**config.mk**
```make
export PLATFORM = sky130hd
export DESIGN_NAME = duck_round_ctrl
export DESIGN_NICKNAME = d
export VERILOG_FILES = /design/src/rtl/duck_round_ctrl.sv
export SDC_FILE = /design/constraint.sdc
export NUM_CORES = 1
export LEC_CHECK = 0
export BUFFER_PORTS_ARGS = -buffer_cell sky130_fd_sc_hd__buf_4
export CORE_AREA = 2 2 74 76
export DETAILED_ROUTE_END_ITERATION = 16
export DIE_AREA = 0 0 76 78
export PLACE_DENSITY_LB_ADDON = 0.3
export SYNTH_ARGS = -nofsm -noshare
export SYNTH_HDL_FRONTEND = slang
export SYNTH_SLANG_ARGS = --single-unit
```
**constraint.sdc**
```tcl
create_clock -name Clk -period 2.4 [get_ports Clk]
set_clock_uncertainty 0.2 [all_clocks]
set_input_delay 0.36 -clock Clk [delete_from_list [all_inputs] [get_ports Clk]]
set_output_delay 0.36 -clock Clk [all_outputs]
set_load 0.02 [all_outputs]
```
**src/rtl/duck_round_ctrl.sv**
```systemverilog
`default_nettype none
// ============================================================================
//  Module   : duck_round_ctrl
//  Purpose  : Game-flow sequencer for one round of ducks. Sequences spawn,
//             flight, hit pause, fall and escape phases per duck, and owns
//             the shot, hit, duck and score counters.
//  Ports    : Clk, Reset        - system clock, synchronous active-high reset
//             frame_clk         - ~60 Hz frame clock level, edge-detected here
//             start             - starts/restarts a round (IDLE, ROUND_END)
//             trigger, hit      - player fired / crosshair on duck, same Clk
//             fall_done         - duck has reached the ground
//             state             - current state encoding
//             duck_*            - motion/sprite controls (all registered)
//             shots_left, ducks_done, hits, score, round_over - game status
//  Revision : 1.0 - initial release
// ============================================================================
module duck_round_ctrl #(
   parameter int DUCKS_PER_ROUND = 10,
   parameter int SHOTS_PER_DUCK  = 3,
   parameter int FLY_FRAMES      = 600,
   parameter int PAUSE_FRAMES    = 30,
   parameter int FALL_FRAMES     = 120,
   parameter int ESCAPE_FRAMES   = 90,
   parameter int POINTS          = 500
) (
   input  logic        Clk,
   input  logic        Reset,
   input  logic        frame_clk,
   input  logic        start,
   input  logic        trigger,
   input  logic        hit,
   input  logic        fall_done,
   output logic [2:0]  state,
   output logic        duck_respawn,
   output logic        duck_enable,
   output logic        duck_freeze,
   output logic        duck_fall,
   output logic        duck_flyaway,
   output logic [1:0]  shots_left,
   output logic [3:0]  ducks_done,
   output logic [3:0]  hits,
   output logic [15:0] score,
   output logic        round_over
);

   typedef enum logic [2:0] {
      S_IDLE      = 3'd0,
      S_SPAWN     = 3'd1,
      S_FLYING    = 3'd2,
      S_HIT_PAUSE = 3'd3,
      S_FALLING   = 3'd4,
      S_ESCAPED   = 3'd5,
      S_NEXT      = 3'd6,
      S_ROUND_END = 3'd7
   } state_t;

   // Timeouts fire on the N-th tick, i.e. when the count already holds N-1.
   localparam logic [9:0]  FLY_LAST    = 10'(FLY_FRAMES - 1);
   localparam logic [9:0]  PAUSE_LAST  = 10'(PAUSE_FRAMES - 1);
   localparam logic [9:0]  FALL_LAST   = 10'(FALL_FRAMES - 1);
   localparam logic [9:0]  ESCAPE_LAST = 10'(ESCAPE_FRAMES - 1);
   localparam logic [1:0]  SHOTS_INIT  = 2'(SHOTS_PER_DUCK);
   localparam logic [3:0]  DUCKS_TOTAL = 4'(DUCKS_PER_ROUND);
   localparam logic [16:0] POINTS_EXT  = 17'(POINTS);

   state_t      state_q, state_d;
   logic        frame_clk_q, frame_tick_q;
   logic [9:0]  frame_cnt_q, frame_cnt_d;
   logic [1:0]  shots_q, shots_d;
   logic [3:0]  ducks_q, ducks_d;
   logic [3:0]  hits_q, hits_d;
   logic [15:0] score_q, score_d;
   logic        respawn_q, enable_q, freeze_q, fall_q, flyaway_q, round_over_q;
   logic        respawn_d, enable_d, freeze_d, fall_d, flyaway_d, round_over_d;

   logic        tick_at_last;
   logic        timed_state;
   logic [16:0] score_sum;
   logic [15:0] score_sat;
   logic [3:0]  ducks_inc;

   // Next-state, counters and registered-output decode
   always_comb begin
      state_d      = state_q;
      shots_d      = shots_q;
      ducks_d      = ducks_q;
      hits_d       = hits_q;
      score_d      = score_q;
      frame_cnt_d  = frame_cnt_q;
      tick_at_last = 1'b0;
      timed_state  = 1'b0;
      score_sum    = {1'b0, score_q} + POINTS_EXT;
      score_sat    = score_sum[16] ? 16'hFFFF : score_sum[15:0];
      ducks_inc    = ducks_q + 4'd1;

      case (state_q)
         S_FLYING:    tick_at_last = frame_tick_q && (frame_cnt_q == FLY_LAST);
         S_HIT_PAUSE: tick_at_last = frame_tick_q && (frame_cnt_q == PAUSE_LAST);
         S_FALLING:   tick_at_last = frame_tick_q && (frame_cnt_q == FALL_LAST);
         S_ESCAPED:   tick_at_last = frame_tick_q && (frame_cnt_q == ESCAPE_LAST);
         default:     tick_at_last = 1'b0;
      endcase

      case (state_q)
         S_IDLE, S_ROUND_END: begin
            if (start) begin
               state_d = S_SPAWN;
               shots_d = SHOTS_INIT;
               ducks_d = 4'd0;
               hits_d  = 4'd0;
               score_d = 16'd0;
            end
         end
         S_SPAWN: begin
            if (frame_tick_q) state_d = S_FLYING;
         end
         S_FLYING: begin
            // Trigger is evaluated before the flight timeout: a hit wins.
            if (trigger && (shots_q != 2'd0)) begin
               shots_d = shots_q - 2'd1;
               if (hit) begin
                  hits_d  = hits_q + 4'd1;
                  score_d = score_sat;
                  state_d = S_HIT_PAUSE;
               end else if ((shots_q == 2'd1) || tick_at_last) begin
                  state_d = S_ESCAPED;
               end
            end else if (tick_at_last) begin
               state_d = S_ESCAPED;
            end
         end
         S_HIT_PAUSE: begin
            if (tick_at_last) state_d = S_FALLING;
         end
         S_FALLING: begin
            if (fall_done || tick_at_last) state_d = S_NEXT;
         end
         S_ESCAPED: begin
            if (tick_at_last) state_d = S_NEXT;
         end
         S_NEXT: begin
            ducks_d = ducks_inc;
            if (ducks_inc == DUCKS_TOTAL) begin
               state_d = S_ROUND_END;
            end else begin
               state_d = S_SPAWN;
               shots_d = SHOTS_INIT;
            end
         end
         default: state_d = S_IDLE;
      endcase

      timed_state = (state_q == S_FLYING) || (state_q == S_HIT_PAUSE) ||
                    (state_q == S_FALLING) || (state_q == S_ESCAPED);

      if (state_d != state_q) begin
         frame_cnt_d = 10'd0;
      end else if (frame_tick_q && timed_state) begin
         frame_cnt_d = frame_cnt_q + 10'd1;
      end

      // Controls are decoded from the next state so they line up with state.
      respawn_d    = (state_d == S_SPAWN) && (state_q != S_SPAWN);
      enable_d     = (state_d == S_SPAWN) || (state_d == S_FLYING) ||
                     (state_d == S_HIT_PAUSE) || (state_d == S_FALLING) ||
                     (state_d == S_ESCAPED);
      freeze_d     = (state_d == S_HIT_PAUSE);
      fall_d       = (state_d == S_FALLING);
      flyaway_d    = (state_d == S_ESCAPED);
      round_over_d = (state_d == S_ROUND_END);
   end

   always_ff @(posedge Clk) begin
      if (Reset) begin
         state_q      <= S_IDLE;
         frame_clk_q  <= 1'b0;
         frame_tick_q <= 1'b0;
         frame_cnt_q  <= 10'd0;
         shots_q      <= 2'd0;
         ducks_q      <= 4'd0;
         hits_q       <= 4'd0;
         score_q      <= 16'd0;
         respawn_q    <= 1'b0;
         enable_q     <= 1'b0;
         freeze_q     <= 1'b0;
         fall_q       <= 1'b0;
         flyaway_q    <= 1'b0;
         round_over_q <= 1'b0;
      end else begin
         state_q      <= state_d;
         frame_clk_q  <= frame_clk;
         frame_tick_q <= frame_clk & ~frame_clk_q;
         frame_cnt_q  <= frame_cnt_d;
         shots_q      <= shots_d;
         ducks_q      <= ducks_d;
         hits_q       <= hits_d;
         score_q      <= score_d;
         respawn_q    <= respawn_d;
         enable_q     <= enable_d;
         freeze_q     <= freeze_d;
         fall_q       <= fall_d;
         flyaway_q    <= flyaway_d;
         round_over_q <= round_over_d;
      end
   end

   assign state        = state_q;
   assign duck_respawn = respawn_q;
   assign duck_enable  = enable_q;
   assign duck_freeze  = freeze_q;
   assign duck_fall    = fall_q;
   assign duck_flyaway = flyaway_q;
   assign shots_left   = shots_q;
   assign ducks_done   = ducks_q;
   assign hits         = hits_q;
   assign score        = score_q;
   assign round_over   = round_over_q;

endmodule
`default_nettype wire
```
# --- After elaboration in Yosys (flattened, before gate mapping) ---
# Cells that the tools add are included.
op_classes:
  reduce_logical: 26
  bitwise: 2
  n_addsub: 5
  muxes: 26
  n_eq_ne: 25
op_table:
  columns: ["op", "count"]
  rows:
  - ["$mux 16", 4]
  - ["$pmux 16 s2", 1]
  - ["$mux 3", 10]
  - ["$eq 3x3->1 const B", 7]
  - ["$pmux 3 s7", 1]
  - ["$eq 10x7->1 const B", 2]
  - ["$add 16x9->17 const B", 1]
  - ["$pmux 4 s2", 2]
  - ["$eq 3x2->1 const B", 4]
  - ["$mux 4", 3]
  - ["$add 10x1->10 const B", 1]
  - ["$eq 10x10->1 const B", 1]
  - ["$eq 10x5->1 const B", 1]
  - ["$logic_or 1x1->1", 9]
  - ["$add 4x1->4 const B", 2]
  - ["$ne 2x2->1 const B", 4]
  - ["$reduce_and 4->1", 2]
  - ["$logic_and 1x1->1", 7]
  - ["$eq 3x1->1 const B", 2]
  - ["$mux 2", 3]
  - ["$pmux 2 s3", 1]
  - ["$reduce_bool 2->1", 3]
  - ["$eq 4x4->1 const B", 1]
  - ["$pmux 1 s4", 1]
  - ["other kinds (10)", 11]
totals:
  ff_bits: 47
  word_cells: 98
  out_inout_bits: 35

# --- Depth between registers and ports, before layout ---
# Gate-level depths: netlist (run 1).
depth:
  word_depth: 13
  mapped_depth: 10
  ltp_nobuf: 9

# --- Least setup slack after synthesis (run 1) ---
# Ideal clock, no wire load.
synth_path:
  path_kind: "register to register"
  startpoint: "register state_q[1], in the netlist state[1]"
  endpoint: "register enable_q, in the netlist duck_enable"
  setup_time_ns: 0.134
  path_stages_with_launch: 9
  path_buffers: 1
  period_less_slack_ns: 2.500
  slack_ns: -0.100
  t_arrival_ns: 2.166
  t_required_ns: 2.066
  path_cell_list: "dfxtp_1 > buf_4 > nand2_2 > or4b_1 > and3_4 > or3_4 > o211a_1 > or3b_1 > o221ai_2"
synth_between:
  elab_chain_cells: 12
  word_cells_on_any_way: 31
  cone_classes: "eq/ne (12); mux (11); reduce/logical (8)"
synth_rtl:
  columns: ["item", "line", "source"]
  rows:
  - ["start, declared", "66", "state_t state_q, state_d;"]
  - ["start signal, assigned", "190", "state_q <= state_d;"]
  - ["$eq 3x3->1 / $eq 3x2->1 (equally long branches)", "96, 104", null]
  - ["$pmux 1 s4", "96", "case (state_q)"]
  - ["$logic_or 1x1->1", "125", "end else if ((shots_q == 2'd1) || tick_at_last) begin"]
  - ["$mux 3", "125", null]
  - ["$mux 3", "121", "if (hit) begin"]
  - ["$mux 3", "119", "if (trigger && (shots_q != 2'd0)) begin"]
  - ["$pmux 3 s7 (*)", "104", "case (state_q)"]
  - ["$eq 3x1->1 / $eq 3x2->1 (equally long branches)", "164", "enable_d = (state_d == S_SPAWN) || (state_d == S_FLYING) ||"]
  - ["$logic_or 1x1->1 (2 in series)", "164", null]
  - ["$logic_or 1x1->1", "165", "(state_d == S_HIT_PAUSE) || (state_d == S_FALLING) ||"]
  - ["$logic_or 1x1->1 (*)", "165", null]
  - ["end signal, assigned", "199", "enable_q <= enable_d;"]
  - ["end, declared", "73", "logic respawn_q, enable_q, freeze_q, fall_q, flyaway_q, round_over_q;"]
# Every way passes the cells marked *; elsewhere a longest branch is shown, timed or not.
# A chain may end at the register's enable or synchronous reset.

# --- Final worst setup path (run 1) ---
# Ends and elaborated chain as after synthesis.

==> impl_results.md, run 1 <==
* Outcome: completed
* PortBufs at 41
* Critical Path Source Type: register
* Clock period minus worst slack at between 2000 and 2500 ps
* Hold_ws at 101 ps
* RR Startpoint: state[1]
* WP data arrival at 2360 ps
* Wirelength per Cell at 13.0 um
* P per Cell Area at 479 mW/mm2
* Num ports at 42
* DP Wirelength at about 4100 um
* Yosys top cell area share at between 30% and 40%
* Reg2reg setup slack at 20 ps
* Final setup vio count at 0
* Row count at 26
* Post-synth ARST share at 0%
* H-Tree Depth at 2
* Cell variety after synth at 57
* Final instance area at 0.00307 mm2
* First DRT Iteration DRCs at 169
* # placed instances at 426
* Reg2reg end: duck_enable
* DR vias at 2390
* Hold-fix buffers, CTS at 0
* Post-cts repair resize count at 0
* CP Max Fanout at 7
* Worst-margin pin slew at 405 ps
* Worst reg2reg path depth at 7
* Dominant cell type by area after synthesis: dfxtp_1
* Fin crit share at 99.4%
* Critical path's slowest cell: or4b_1
* Cell Area, Synth at 0.00253 mm2
* Drt total wl at between 5000 and 6000 um
* Synth Net Count at 334
* Max Fclk at 419 MHz
* Vias per cell at 5.51
* Initial Util at 50.1%
* Critical path depth at 7
* CTS Buf Count at 5
* Synth-to-layout area growth at 21.4%
* Core Region at 0.00504 mm2
* Hold EP: frame_clk_q
* Hold-critical path depth at 2
* FILL cells at between 400 and 500
* Antenna-violating nets left at 0
* Ant diodes at 0
* Layout Nets at between 300 and 400
* Hold wc startpoint: frame_clk
* Clk Latency, worst-skew pair at approximately 300 ps
* Final Hold Viols at 0
* Vias in the first global route at 2211
* Total power at around 0.0015 W
* Post-Syn Instances at 320
* Clk buf depth at 2
* Synth top area cells: dfxtp_1 36%, nor2_1 7.0%, o21ai_0 4.6%, a21oi_1 4.2%, xor2_1 4.2%
* Synth Flop Type: dfxtp_1
* Syn_area_per_cell at about 8 um2
* Post-synth EDFFs at 0
* Final Max Slew Viols at 0
* Hold WC Path Type: in -> reg
* GPL Wtd Cong at approximately 0.90
* Synth Warn # at 0
* Slew headroom at 72.9%
* Cell with the most instances after synthesis: nor2_1
* Die ar. at 0.00593 mm2
* Placed cell area at 0.00294 mm2
* Clock Tree Root: clkbuf_8
* GRT overflow at 0
* Share of cells above drive strength 1 at 22.3%
* CTS clock-pin slew for the worst setup and hold paths at roughly 80 ps
* Worst Path Buf+Inv at 0
* CP required at 2370 ps
* Crit-path max cell delay at 470 ps
* Worst setup path category: reg -> reg
* Die H at slightly below 80 um
* Core Util, Final at 60.8%
* Non-filler cells, final at 434
* Drt pass-1 iters at 4
* Global-route wire length before repair at approximately 10000 um
* Peak VDD IR at 0.323 mV
* Post-route DRC at 0
* Maximum number of pins on one net before global-route repair at 29
* Chip Width at 76 um
* Clock sink total at 46
* Commonest cells in the netlist: 47 x nor2_1, 46 x dfxtp_1, 24 x nand2_1
* Critical path, cell by cell: nand2_2 -> or4b_1 -> and3_4 -> or3_4 -> o211a_4 -> or3b_4 -> o221ai_2
* RSZ-0062 raised after global routing: yes
* Total track usage at about a fifth
* Nature of the critical path endpoint: register
* Post-CTS Setup Bufs at 0
* Initial antenna violation count at 0
* CP top delay family: simple AND/OR/NAND/NOR gates
* Post-synthesis sequential area ratio at 36.4%
* Leakage at 1.25 nW
* CTS tree: yes
* Number of max-cap violations at 0
* Post-synthesis register bit count at 46
flip-flops by register name (all words and copies together) (netlist names):
| name | cells |
|---|---|
| frame_tick_q | 1 |
| ducks_done | 4 |
| duck_enable | 1 |
| duck_respawn | 1 |
| duck_fall | 1 |
| shots_left | 2 |
| frame_cnt_q | 10 |
| score | 15 |
| state | 3 |
| frame_clk_q | 1 |
| hits | 4 |
| round_over | 1 |
| duck_freeze | 1 |
| duck_flyaway | 1 |
cell usage in the layout (no fill, tap or decap), drive strengths merged, types with 2 or more instances in the layout:
| cell type | instances |
|---|---|
| a211oi | 2 |
| a21oi | 21 |
| a22oi | 2 |
| a31oi | 5 |
| and2 | 6 |
| and3 | 7 |
| and3b | 3 |
| buf | 56 |
| clkbuf | 6 |
| dfxtp | 46 |
| ha | 7 |
| inv | 5 |
| mux2i | 4 |
| nand2 | 25 |
| nand2b | 6 |
| nand3 | 16 |
| nand4 | 4 |
| nor2 | 47 |
| nor2b | 7 |
| nor3 | 12 |
| nor3b | 3 |
| o211ai | 4 |
| o21a | 3 |
| o21ai | 25 |
| o311ai | 2 |
| o31a | 2 |
| or2 | 3 |
| or3 | 2 |
| xnor2 | 2 |
| xor2 | 12 |
kinds of logic after synthesis:
group           count (synthesis)  synth area share [%]
compound gates                 75                  18.6
xor+xnor                       14                  4.85
fa+ha+maj                       7                  3.47
buf+inv                        25                  4.50
flops                          46                  36.4
mux                             5                  2.03
simple gates                  148                  30.2
worst reg2reg max path, stage by stage, from the launching register on:
cell and delay, ps:
dfxtp_4 400, nand2_2 60, or4b_1 470, and3_4 180
or3_4 360, o211a_4 270, or3b_4 240, o221ai_2 70
worst max-delay path by stage:
stage / slack (ps) / start / end
floorplan: 0.5 / state[1] / duck_enable
global placement: 70 / state[1] / duck_enable
detailed placement: 10 / state[1] / duck_enable
CTS: 2 / state[1] / duck_enable
global route: -60 / state[1] / duck_enable
finish: 20 / state[1] / duck_enable
area by class of cell:
type | count | area (um2) | share of cell area, %
Inverter | 5 | 18.8 | 0.612
Tap cell | 70 | 87.6 | 2.85
Clock buffer | 6 | 82.6 | 2.69
Sequential cell | 46 | 930 | 30.3
Timing Repair Buffer | 56 | 432 | 14.1
Multi-Input combinational cell | 249 | 1510 | 49.1
Clock inverter | 2 | 12.5 | 0.408
routing by layer:
layer	part of all wire (%)	vias to the layer above	global-route usage, %
li1	-	1212	-
met1	49	1116	27.0
met2	45	53	31.3
met3	4.2	9	3.72
met4	1.5	0	8.55
met5	0	-	0
per-stage QoR:
| step | setup slack [ps] | setup TNS, ps |
|---|---|---|
| 2_1_floorplan | 0.451 | 0 |
| 3_3_place_gp | 68.3 | 0 |
| 3_5_place_dp | 9.88 | 0 |
| 4_1_cts | 1.60 | 0 |
| 5_1_grt | -56.3 | -145 |
| 6_report | 15.5 | 0 |
where the power goes:
group / leakage [nW] / switching [W] / total [W] / internal, W
Combinational: 0.826 / 0.000113 / 0.000192 / 0.0000791
Clock: 0.0472 / 0.000259 / 0.000491 / 0.000232
Sequential: 0.374 / 0.0000110 / 0.000786 / 0.000775
No activity file was read; power rests on OpenSTA's default activity.
==> inputs of run 2 (changes only) <==
--- a/config.mk
+++ b/config.mk
@@ -7,6 +7,7 @@
 export LEC_CHECK = 0
 export BUFFER_PORTS_ARGS = -buffer_cell sky130_fd_sc_hd__buf_4
 export CORE_AREA = 2 2 74 76
+export CTS_BUF_LIST = sky130_fd_sc_hd__clkbuf_16
 export DETAILED_ROUTE_END_ITERATION = 16
 export DIE_AREA = 0 0 76 78
 export PLACE_DENSITY_LB_ADDON = 0.3
==> run 2 against run 1 <==
Effect of this change: clock-buffer cell count down 1; combinational power increased by 4%; largest power group unchanged; setup slack gained 2.8 ps.
==> impl_results.md, run 2 (synthesis results as in run 1) <==
* Nature of the critical path endpoint: register (unchanged)
* GRT overflow at 0 (unchanged)
* CP required at 2350 ps (was 2370 ps)
* DR WL met3 at 308 um (was 238 um)
* Synth-to-layout area growth at 24.7% (was 21.4%)
* CP Max Fanout at 5 (was 7)
* CTS clock-pin slew for the worst setup and hold paths at 60 ps (was 80 ps)
* Hold wc startpoint: frame_clk (unchanged)
* Slew headroom at 72.4% (was 72.9%)
* Chip Width at 76 um (unchanged)
* Die H at 78 um (unchanged)
* WP data arrival at 2330 ps (was 2360 ps)
* Ant diodes at 0 (unchanged)
* Core Region at 0.00504 mm2 (unchanged)
* CTS tree: yes (unchanged)
* Area occupied by multi-input gates at 0.00152 mm2 (was 0.00151 mm2)
* Worst setup path category: reg -> reg (unchanged)
* Critical Path Source Type: register (unchanged)
* Die ar. at 0.00593 mm2 (unchanged)
* Layout Nets at 381 (was 377)
* Clock sink total at 46 (unchanged)
* Clk Latency, worst-skew pair at 290 ps (was 300 ps)
* Worst-margin pin slew at 412 ps (was 405 ps)
* GPL Wtd Cong at 0.902 (unchanged)
* Row count at 26 (unchanged)
* Final setup vio count at 0 (unchanged)
* Setup ws final at 18.3 ps (was 15.5 ps)
* Antenna-violating nets left at 0 (unchanged)
* Global-route wire length before repair at 10100 um (was 9870 um)
* First DRT Iteration DRCs at 123 (was 169)
* Core Util, Final at 62.5% (was 60.8%)
* Reg2reg end: duck_enable (unchanged)
* DR vias at 2413 (was 2390)
* Worst reg2reg path depth at 7 (unchanged)
* Reg2reg setup slack at 20 ps (about the same)
* H-Tree Depth at 2 (unchanged)
* Final Max Slew Viols at 0 (unchanged)
* FF+latch area at 930 um2 (unchanged)
* RR Startpoint: state[1] (unchanged)
* Clock period minus worst slack at 2380 ps (about the same)
* DR top layer: met4 (unchanged)
* Num ports at 42 (unchanged)
* RSZ-0062 raised after global routing: yes (unchanged)
* Setup TNS at 0 ps (unchanged)
* Peak VDD IR at 0.342 mV (was 0.323 mV)
* Met1 wire length at 2760 um (was 2770 um)
* Total track usage at 20.4% (was 20.0%)
* Drt total wl at 5850 um (was 5630 um)
* Share of cells above drive strength 1 at 23.6% (was 22.3%)
* Number of max-cap violations at 0 (unchanged)
* Hold-critical path depth at 2 (unchanged)
* Hold WC Path Type: in -> reg (unchanged)
* DP Worst Slack at 9.88 ps (unchanged)
* Initial Util at 50.1% (unchanged)
* Crit path from: state[1] (unchanged)
* Post-route DRC at 0 (unchanged)
* DP Wirelength at 4110 um (unchanged)
* Max Fclk at 420 MHz (was 419 MHz)
* PortBufs at 41 (unchanged)
* WL met2 at 2700 um (was 2530 um)
* Outcome: completed (unchanged)
* Clock Tree Root: clkbuf_16 (was clkbuf_8)
* Hold EP: frame_clk_q (unchanged)
* Commonest cells after routing, fill and taps aside: 58 x buf_4, 46 x nor2_1, 43 x dfxtp_1, 24 x nand2_1, 23 x o21ai_0 (was 54 x buf_4, 46 x nor2_1, 43 x dfxtp_1, 24 x nand2_1, 23 x o21ai_0)
* Fin crit share at 99.2% (was 99.4%)
* P per Cell Area at 522 mW/mm2 (was 479 mW/mm2)
* Clk buf depth at 2 (unchanged)
* FILL cells at 476 (was 485)
* Vias per cell at 5.51 (about the same)
* CTS Buf Count at 5 (unchanged)
* Maximum number of pins on one net before global-route repair at 29 (unchanged)
* Final Hold Viols at 0 (unchanged)
* Vias in the first global route at 2227 (was 2211)
* Max reg flops at 15 (unchanged)
* Hold_ws at 127 ps (was 101 ps)
* Wirelength per Cell at 13.4 um (was 13.0 um)
* Most common cell after layout, fill and taps aside: buf_4 (unchanged)
* Drt pass-1 iters at 4 (unchanged)
* Leakage at 1.29 nW (was 1.25 nW)
* Initial antenna violation count at 0 (unchanged)
run 2: cell types whose count changed in the layout (fill, tap and decap cells not counted), sizes merged:
cell | before | now
clkinv | 1 | 2
clkbuf | 6 | 5
buf | 56 | 60
run 2: critical path, stage by stage, from the launching register on:
cell	delay (ps)
dfxtp_4	380
nand2_2	60
or4b_1	470
and3_4	170
or3_4	410
o211a_4	250
or3b_4	240
o221ai_2	70
run 2: final cells by class:
| class | count | share of cell area (%) |
|---|---|---|
| clock buffers | 5 | 3.97 |
| clock inverters | 3 | 0.516 |
| inverters | 5 | 0.595 |
| multi-input cells | 249 | 48.1 |
| flip-flops and latches | 46 | 29.5 |
| well taps | 70 | 2.78 |
| repair buffers | 60 | 14.5 |
run 2: how the worst max path moves through the flow:
stage	endpoint	slack [ps]	cells after the start
3_3_place_gp	duck_enable	70	7
5_1_grt	duck_enable	-40	7
4_1_cts	duck_enable	20	7
3_5_place_dp	duck_enable	10	7
6_report	duck_enable	20	7
2_1_floorplan	duck_enable	0.5	8
run 2: timing repair:
action	4_1_cts	5_1_grt
pin swaps	0	4
resized for setup	1	10
hold buffers	0	0
endpoints found under the setup margin	1	18
buffers inserted	0	4
run 2: where the power goes:
| part | internal [W] | switching, W | leakage (nW) |
|---|---|---|---|
| logic | 0.0000824 | 0.000118 | 0.848 |
| registers | 0.000776 | 0.0000104 | 0.374 |
| clock network | 0.000380 | 0.000278 | 0.0672 |
run 2: per-stage QoR:
| step | cell area (um2) | instances | power [W] |
|---|---|---|---|
| floorplan | 2530 | 320 | 0.000930 |
| detailed placement | 2940 | 426 | 0.000994 |
| global route | 3150 | 438 | 0.00172 |
| CTS | 3090 | 434 | 0.00165 |
| finish | 3150 | 438 | 0.00165 |
| global placement | 2940 | 426 | 0.000992 |
run 2: layer usage:
layer | vias up | GRT usage, %
met2 | 68 | 32.8
met3 | 7 | 4.53
li1 | 1225 | -
met1 | 1113 | 27.1
met4 | 0 | 7.27
met5 | - | 0
